File: config.mk
export PLATFORM = sky130hd
export DESIGN_NAME = uart_echo_buffer
export DESIGN_NICKNAME = d
export VERILOG_FILES = /design/src/rtl/uart_echo_buffer.sv
export SDC_FILE = /design/constraint.sdc
export NUM_CORES = 1
export LEC_CHECK = 0
export ABC_AREA = 0
export CORE_MARGIN = 8
export CORE_UTILIZATION = 59
export DETAILED_ROUTE_END_ITERATION = 10
export GPL_TIMING_DRIVEN = 1
export PLACE_DENSITY = 0.79
export REMOVE_ABC_BUFFERS = 1
export SYNTH_ARGS = -nofsm -noshare
export SYNTH_HDL_FRONTEND = slang
export SYNTH_SLANG_ARGS = --single-unit
File: constraint.sdc
create_clock -name clk_48mhz -period 4.13 [get_ports clk_48mhz]
set_input_delay 0.826 -clock clk_48mhz [delete_from_list [all_inputs] [get_ports clk_48mhz]]
set_output_delay 0.826 -clock clk_48mhz [all_outputs]
set_load 0.03 [all_outputs]
File: src/rtl/uart_echo_buffer.sv
// Byte-stream buffer between the USB UART output and input pipelines.
// FIFO with pass/uppercase/line/drop echo modes and a saturating drop counter.
module uart_echo_buffer #(
  parameter int unsigned DATA_W     = 8,
  parameter int unsigned DEPTH_LOG2 = 4,
  parameter logic [7:0]  EOL        = 8'h0D
) (
  input  logic                  clk_48mhz,
  input  logic                  reset_n,
  input  logic [1:0]            mode,
  input  logic [DATA_W-1:0]     in_data,
  input  logic                  in_valid,
  output logic                  in_ready,
  output logic [DATA_W-1:0]     out_data,
  output logic                  out_valid,
  input  logic                  out_ready,
  output logic [DEPTH_LOG2:0]   level,
  output logic [15:0]           drop_cnt,
  output logic [1:0]            active_mode
);

  localparam int unsigned DEPTH = 32'd1 << DEPTH_LOG2;
  localparam int unsigned PTR_W = DEPTH_LOG2 + 1;

  localparam logic [1:0] MODE_UPPER = 2'b01;
  localparam logic [1:0] MODE_LINE  = 2'b10;
  localparam logic [1:0] MODE_DROP  = 2'b11;

  logic [DATA_W-1:0] mem_q [DEPTH];
  logic [PTR_W-1:0]  wr_ptr_q, wr_ptr_d;
  logic [PTR_W-1:0]  rd_ptr_q, rd_ptr_d;
  logic [PTR_W-1:0]  cm_ptr_q, cm_ptr_d;
  logic [PTR_W-1:0]  level_q, level_d;
  logic [15:0]       drop_cnt_q, drop_cnt_d;
  logic [1:0]        mode_q, mode_d;
  logic [DATA_W-1:0] wdata;
  logic              full, empty, wr_acc, rd_acc, store;

  assign full      = (wr_ptr_q - rd_ptr_q) == PTR_W'(DEPTH);
  assign empty     = (wr_ptr_q == rd_ptr_q);
  assign in_ready  = reset_n && ((mode_q == MODE_DROP) || !full);
  assign out_valid = (rd_ptr_q != cm_ptr_q);
  assign out_data  = mem_q[rd_ptr_q[DEPTH_LOG2-1:0]];
  assign wr_acc    = in_valid && in_ready;
  assign rd_acc    = out_valid && out_ready;
  assign store     = wr_acc && (mode_q != MODE_DROP);

  assign level       = level_q;
  assign drop_cnt    = drop_cnt_q;
  assign active_mode = mode_q;

  // Next-state for pointers, commit point, counter and mode.
  always_comb begin
    wdata      = in_data;
    wr_ptr_d   = wr_ptr_q;
    rd_ptr_d   = rd_ptr_q;
    cm_ptr_d   = cm_ptr_q;
    drop_cnt_d = drop_cnt_q;
    mode_d     = mode_q;

    if ((mode_q == MODE_UPPER) && (in_data[7:0] >= 8'h61) && (in_data[7:0] <= 8'h7A)) begin
      wdata[7:0] = in_data[7:0] - 8'h20;
    end

    if (rd_acc) begin
      rd_ptr_d = rd_ptr_q + PTR_W'(1);
    end

    // Line mode commits on EOL, or when the FIFO fills so a long line cannot deadlock.
    if (store) begin
      wr_ptr_d = wr_ptr_q + PTR_W'(1);
      if ((mode_q != MODE_LINE) || (in_data == DATA_W'(EOL)) ||
          ((wr_ptr_d - rd_ptr_d) == PTR_W'(DEPTH))) begin
        cm_ptr_d = wr_ptr_d;
      end
    end

    if (wr_acc && (mode_q == MODE_DROP) && (drop_cnt_q != 16'hFFFF)) begin
      drop_cnt_d = drop_cnt_q + 16'd1;
    end

    if (empty && !wr_acc) begin
      mode_d = mode;
    end

    level_d = wr_ptr_d - rd_ptr_d;
  end

  always_ff @(posedge clk_48mhz) begin
    if (!reset_n) begin
      wr_ptr_q   <= '0;
      rd_ptr_q   <= '0;
      cm_ptr_q   <= '0;
      level_q    <= '0;
      drop_cnt_q <= '0;
      mode_q     <= '0;
    end else begin
      wr_ptr_q   <= wr_ptr_d;
      rd_ptr_q   <= rd_ptr_d;
      cm_ptr_q   <= cm_ptr_d;
      level_q    <= level_d;
      drop_cnt_q <= drop_cnt_d;
      mode_q     <= mode_d;
    end
  end

  // Storage array needs no reset; contents are only visible behind the commit pointer.
  always_ff @(posedge clk_48mhz) begin
    if (store) begin
      mem_q[wr_ptr_q[DEPTH_LOG2-1:0]] <= wdata;
    end
  end

endmodule
== Word level (Yosys, flattened, before mapping) ==
Memory sizes are Yosys's and may differ from the RTL's. A register that Yosys moved wholly into a read port is not among the register bits.
Index checks and enable logic that the tools add are counted.

* $add $sub $neg: 7
* Multiply operators: 0
* Div/mod/pow operators: 0
* $lt $le $gt $ge: 2
* Equal/unequal tests: 10
* Shift-type cells: 0
* Multiplexer cells: 6
* Bitwise logic cells: 0
* Reductions and logical operators: 15

{| class="wikitable"
|+ Operator list
! operator !! count
|-
| 16-bit by 1-bit adder with 16-bit output (second input constant) || 1
|-
| 16-bit inequality test (second input constant) || 1
|-
| 5-bit subtractor || 3
|-
| 5-bit by 1-bit adder with 5-bit output (second input constant) || 2
|-
| 5-bit == test (second input constant) || 2
|-
| 5-bit 2-to-1 mux || 2
|-
| 1-bit logical AND || 9
|-
| 8-bit by 4-bit == test with 1-bit output (second input constant) || 1
|-
| 8-bit by 7-bit greater-or-equal comparator with 1-bit output (second input constant) || 1
|-
| 8-bit by 7-bit less-or-equal comparator with 1-bit output (second input constant) || 1
|-
| 8-bit 2-to-1 mux || 1
|-
| 8-bit by 6-bit subtractor with 8-bit output (second input constant) || 1
|-
| 5-bit == test || 1
|-
| 5-bit inequality test || 1
|-
| 4-bit 2-to-1 mux || 1
|-
| 2-bit inequality test (second input constant) || 2
|-
| 1-bit logical OR || 3
|-
| 2-bit by 1-bit == test with 1-bit output (second input constant) || 1
|-
| 2-bit == test (second input constant) || 1
|-
| 1-bit logical NOT || 2
|-
| 1-bit 2-to-1 mux || 2
|-
| 2-bit AND reduction || 1
|}

* Register bits after elaboration: 38
* Latch bits: 0
* RAM bits: 128
* Bits in read-only memories: 0
* Input bits: 14
* Word-level logic and storage cells: 47
* Memories kept: 1

{| class="wikitable"
|+ Memories
! memory !! depth !! bits a word !! read ports !! clocked after Yosys merged registers in !! write ports !! RTL line !! text
|-
| mem_q || 16 || 8 || 1 || 1 || 1 || 29 || <nowiki>logic [DATA_W-1:0] mem_q [DEPTH];</nowiki>
|}

== Logic depth before layout (Yosys ltp) ==
* Depth after elaboration: 9
* Mapped depth: 18
* Depth with buffers taken out: 15

== Worst setup path after synthesis ==
OpenSTA, ideal clock, no wires.

* Kind: register -> register
* From: reg rd_ptr_q[1]
* To: reg level_q[4] (netlist: level[4])
* Library setup time: 0.117 ns
* Arrival time: 3.406 ns
* Slack: 0.607 ns
* Cell stages (with the launch flop): 19
* Path buffers: 3
* Period minus slack after synthesis: 3.523 ns
* Cells stage by stage: dfxtp_1 > buf_2 > buf_1 > inv_1 > ha_1 > nor2b_1 > nand3_1 > nor4_4 > nor3_4 > buf_6 > xnor2_1 > ha_1 > fa_1 > inv_1 > a21o_1 > a21oi_1 > xnor3_1 > xnor2_1 > nor2_1

* Longest elaborated chain between the ends: 9
* Elaborated cells on any way between the ends: 13
* Those cells by class: add/sub: 3; eq/ne: 2; mux: 2; reduce/logical: 6

{| class="wikitable"
|+ Ends and longest elaborated chain
! element !! RTL line !! text
|-
| from (decl) || 31 || <nowiki>logic [PTR_W-1:0] rd_ptr_q, rd_ptr_d;</nowiki>
|-
| from (signal assigned) || 99 || <nowiki>rd_ptr_q <= rd_ptr_d;</nowiki>
|-
| 5-bit subtractor || 39 || <nowiki>assign full = (wr_ptr_q - rd_ptr_q) == PTR_W'(DEPTH);</nowiki>
|-
| 5-bit == test || 39 ||
|-
| 1-bit logical NOT || 41 || <nowiki>assign in_ready = reset_n && ((mode_q == MODE_DROP) || !full);</nowiki>
|-
| 1-bit logical OR || 41 ||
|-
| 1-bit logical AND || 41 ||
|-
| 1-bit logical AND || 44 || <nowiki>assign wr_acc = in_valid && in_ready;</nowiki>
|-
| 1-bit logical AND || 46 || <nowiki>assign store = wr_acc && (mode_q != MODE_DROP);</nowiki>
|-
| 5-bit 2-to-1 mux || 70 || <nowiki>if (store) begin</nowiki>
|-
| 5-bit subtractor * || 86 || <nowiki>level_d = wr_ptr_d - rd_ptr_d;</nowiki>
|-
| to (signal assigned) || 101 || <nowiki>level_q <= level_d;</nowiki>
|-
| to (decl) || 33 || <nowiki>logic [PTR_W-1:0] level_q, level_d;</nowiki>
|}

Mark *: on every way between the ends. The rest lies on a longest branch, timed or not.
A chain may end at the register's enable or synchronous reset.

== Final worst setup path ==
* From: reg rd_ptr_q[3]
* To: out in_ready

* Longest elaborated chain between the ends: 5

{| class="wikitable"
|+ Ends and longest elaborated chain
! element !! RTL line !! text
|-
| 5-bit subtractor || 39 ||
|-
| 5-bit == test || 39 ||
|-
| 1-bit logical NOT || 41 ||
|-
| 1-bit logical OR || 41 ||
|-
| 1-bit logical AND || 41 ||
|-
| to (decl) || 13 || <nowiki>output logic in_ready,</nowiki>
|}

Every way passes these cells.

==> results.txt <==
The flow ran to the end, and the final reports show no timing, DRC or antenna violations. The critical path goes through inv_2 > ha_1 > nor3_1 > nor2_1 > nor4_4 > o21ai_2 > and2_2 > clkdlybuf4s50_1. The critical path runs through a total of 8 cells.

The routed design has 15800 um of wire. The met3 global-route usage is 4.55%, and the die area is 16500 um^2. Across the run, the number of max-cap violations was 0. Count of port buffers added during placement: 46. The repair_antennas step left the layout with diodes totalling 0.

Detailed placement finished with a half-perimeter wire length of 10800 um. The logs give 250 uV for the maximum ir drop on the vdd rail and 17 for the number of buffers added by the clock tree synthesis step. The share of the synthesized area in the top cell type was 51.5%. The first-pass detailed-route iteration total is 5, and the die width is 128 um. Gates resized during post-CTS repair numbered 0. For this configuration, the core starts out at a cell density of 59.9%. TritonCTS built the clock tree.

Including well taps, the total number of placed cells is 701. Height of the chip: 128 um. Summing over every cut layer, the via total after detailed routing is 4395.

Counting every sink on the clock net gives 166. The worst setup path is launched from a flop. Proportion of register bits with asynchronous set or reset after synthesis: 0%. The logs give 2.93 nW for the leakage power summed over all cells and 0.227 ns for the worst slack at placement.

Fill cells in the final layout number 843. The maximum number of pins on one net before global-route repair was 35. At the pin with the least slew margin, the transition time is 1.30 ns.

Setup repair after global routing left no endpoint under its margin. After floorplanning, the core was sized to cover 12500 um^2. The post-route worst setup slack came out at 0.354 ns.

Category of cells accounting for the largest share of critical-path delay: buffers and inverters. In this run the tightest slew margin relative to its limit is 13.2%. Setup violations remaining at the end of the flow were counted as 0. Number of storage elements in the synthesis netlist: 166. The initial antenna violation count is 0, and the per-instance average area after synthesis is 15.3 um^2. The clock tree synthesis step divided the H-tree into 4 levels. Total routing usage reported by global routing: 20.5%. After layout, the design draws a total of 4.25 mW. The post-route minimum period was 3.78 ns. Synthesis produced a netlist whose cell count is 489. In the final routed layout, each cell accounts on average for 21.5 um. The portion of the post-synthesis area used by sequential elements is 61.7%. The cell chosen for the clock root was clkbuf_16.

The tools report the count of antenna-violating nets left after detailed routing as 0. The critical path in this run is classified as flop to primary output. The site row count was 41. The arrival time of the worst setup path is 2.95 ns, and the post-synthesis instance area is 7460 um^2. Excluding fillers, the count of instances in the completed layout stands at 734. The via density per instance was 5.99. Yosys mapped a number of flops with a built-in enable equal to 128. The detailed router finished its first iteration with 352 violations. The logs give 0 for the final hold violation count and 25100 um for the wire length of the first global-routing pass. Along the worst path, the maximum fanout reaches 10.

Clock-pin slew was measured on the worst setup and hold paths at 0.06 ns. Relative to the synthesized area, the layout overhead comes to 16.8%. The run gives 0.892 as the weighted congestion at the end of routability-driven global placement. Once placement finished, the instance area stood at 8160 um^2. The number of cells traversed by the worst register-to-register path works out to 16. Busiest layer in global routing: met2. By area the synthesized netlist is led by edfxtp_1 (52%), mux4_2 (12%), dfxtp_1 (10%). The number of top-level pins was 47; the ratio of cells with drive above 1 in the final layout was 17.1%.

The number of instances on the worst hold path is 1, and the deepest clock path buffer count is 2. Together, buffers and inverters on the worst path number 2. For this run the aggregate overflow at the end of global routing stands at 0. Number of global-route vias before repair: 4631. The Yosys step of the flow raised 0 warnings. The met2 demand-to-capacity share in global routing was 35.7%; the setup clock skew after layout was 0.00533 ns. The type of the tightest min-delay check is flop to flop. Yosys mapped the design onto 61 distinct sky130hd cell types. The clock reaches the later pin of the worst-skew pair after 0.41 ns.

By count the netlist is led by edfxtp_1 (128), mux4_2 (40), dfxtp_1 (38). For this design, the slowest cell found on the critical path is clkdlybuf4s50_1. The synthesized design spends more area on one cell type than any other, namely edfxtp_1. For the final routed database, the setup TNS stands at 0 ns.

Measured on the finished design, the core utilization comes to 69.9%. The power per cell area is 488 nW/um^2. The worst setup path is captured at a primary output. Final hold analysis gives a worst-case slack of 0.493 ns.

The endpoint required time on the critical path was 3.30 ns. For this run, the post-layout net count is 584. The tools report the number of remaining DRC errors as 0. By instance count, the leading cell after synthesis is edfxtp_1. The final instance area is 8720 um^2, and the part of the cycle the worst path needs is 91.4%. The critical path's largest stage delay was 0.59 ns. The met1 track utilization from global routing is 24.3%.

For this run, the leading register cell type out of synthesis is edfxtp_1. For the number of pins with negative max-slew slack in the final report, the log shows 0. For this run, the top clock speed supported by timing is 265 MHz.
## per-layer routing
| layer | routed length (um) | part of all wire, % |
|---|---|---|
| met2 | 8280 | 52 |
| met3 | 855 | 5.4 |
| met1 | 6350 | 40 |
| met5 | 0 | 0 |
| met4 | 309 | 2.0 |
## repair_timing
| item | CTS | global route |
|---|---|---|
| endpoints found under the setup margin | 0 | 1 |
| buffers inserted | 0 | 2 |
| hold buffers | 0 | 0 |
| endpoints found under the hold margin | 0 | 0 |
## power by group
part           internal, mW  leakage (nW)  switching [mW]
clock network         0.880         0.260           0.593
logic                 0.426          1.21           0.482
registers              1.84          1.46          0.0326
## cells in the final DEF, fill, tap and decap left out, types with 5 or more instances in the layout
cell	n
a21o_1	5
a21oi_1	13
and2_1	14
and3_1	11
buf_4	12
clkbuf_16	17
clkdlybuf4s50_1	46
dfxtp_1	37
edfxtp_1	128
ha_1	19
inv_1	13
mux2i_1	8
mux4_2	40
nand2_1	23
nand3_1	16
nand4_1	6
nor2_1	33
nor3_1	7
xnor2_1	16
xor2_1	14
## final cells by class
| class | instances | area (um^2) | share of cell area [%] |
|---|---|---|---|
| Inverter | 15 | 56.3 | 0.646 |
| Clock buffer | 21 | 440 | 5.05 |
| Clock inverter | 10 | 106 | 1.22 |
| Tap cell | 172 | 215 | 2.47 |
| Multi-Input combinational cell | 291 | 2720 | 31.2 |
| Timing Repair Buffer | 59 | 571 | 6.54 |
| Sequential cell | 166 | 4610 | 52.8 |
## registers in the layout (all words and copies together), names as in the netlist
| name | count |
|---|---|
| drop_cnt | 16 |
| mem_q | 128 |
| level | 5 |
| wr_ptr_q | 5 |
| active_mode | 2 |
| rd_ptr_q | 5 |
| cm_ptr_q | 5 |
## worst reg2reg max path, stage by stage (launching register included)
cell and delay, ns:
dfxtp_1 0.34, inv_2 0.33, ha_1 0.36, nor3_1 0.16, nor2_1 0.09, nor4_4 0.34
buf_4 0.20, nor3_4 0.06, xnor2_1 0.21, ha_1 0.21, fa_1 0.21, inv_1 0.05
a21o_1 0.17, a21oi_1 0.23, xnor3_1 0.27, xnor2_1 0.16, nor2_1 0.06
## worst paths after layout
check / startpoint / endpoint / slack (ns)
min: drop_cnt[15] / drop_cnt[15] / 0.49
min reg2reg: drop_cnt[15] / drop_cnt[15] / 0.49
max: rd_ptr_q[3] / in_ready / 0.35
max reg2reg: rd_ptr_q[3] / level[4] / 0.53
## logic make-up (layout without fill, tap and decap cells)
family / count (synthesis) / count (layout) / synth area share [%]
compound gates: 47 / 47 / 4.68
flops: 166 / 166 / 61.7
xor+xnor: 32 / 32 / 4.04
mux: 52 / 52 / 13.8
simple gates: 140 / 140 / 10.5
buf+inv: 32 / 105 / 1.79
fa+ha+maj: 20 / 20 / 3.45
Note: power is estimated with default switching activity, not from simulation.
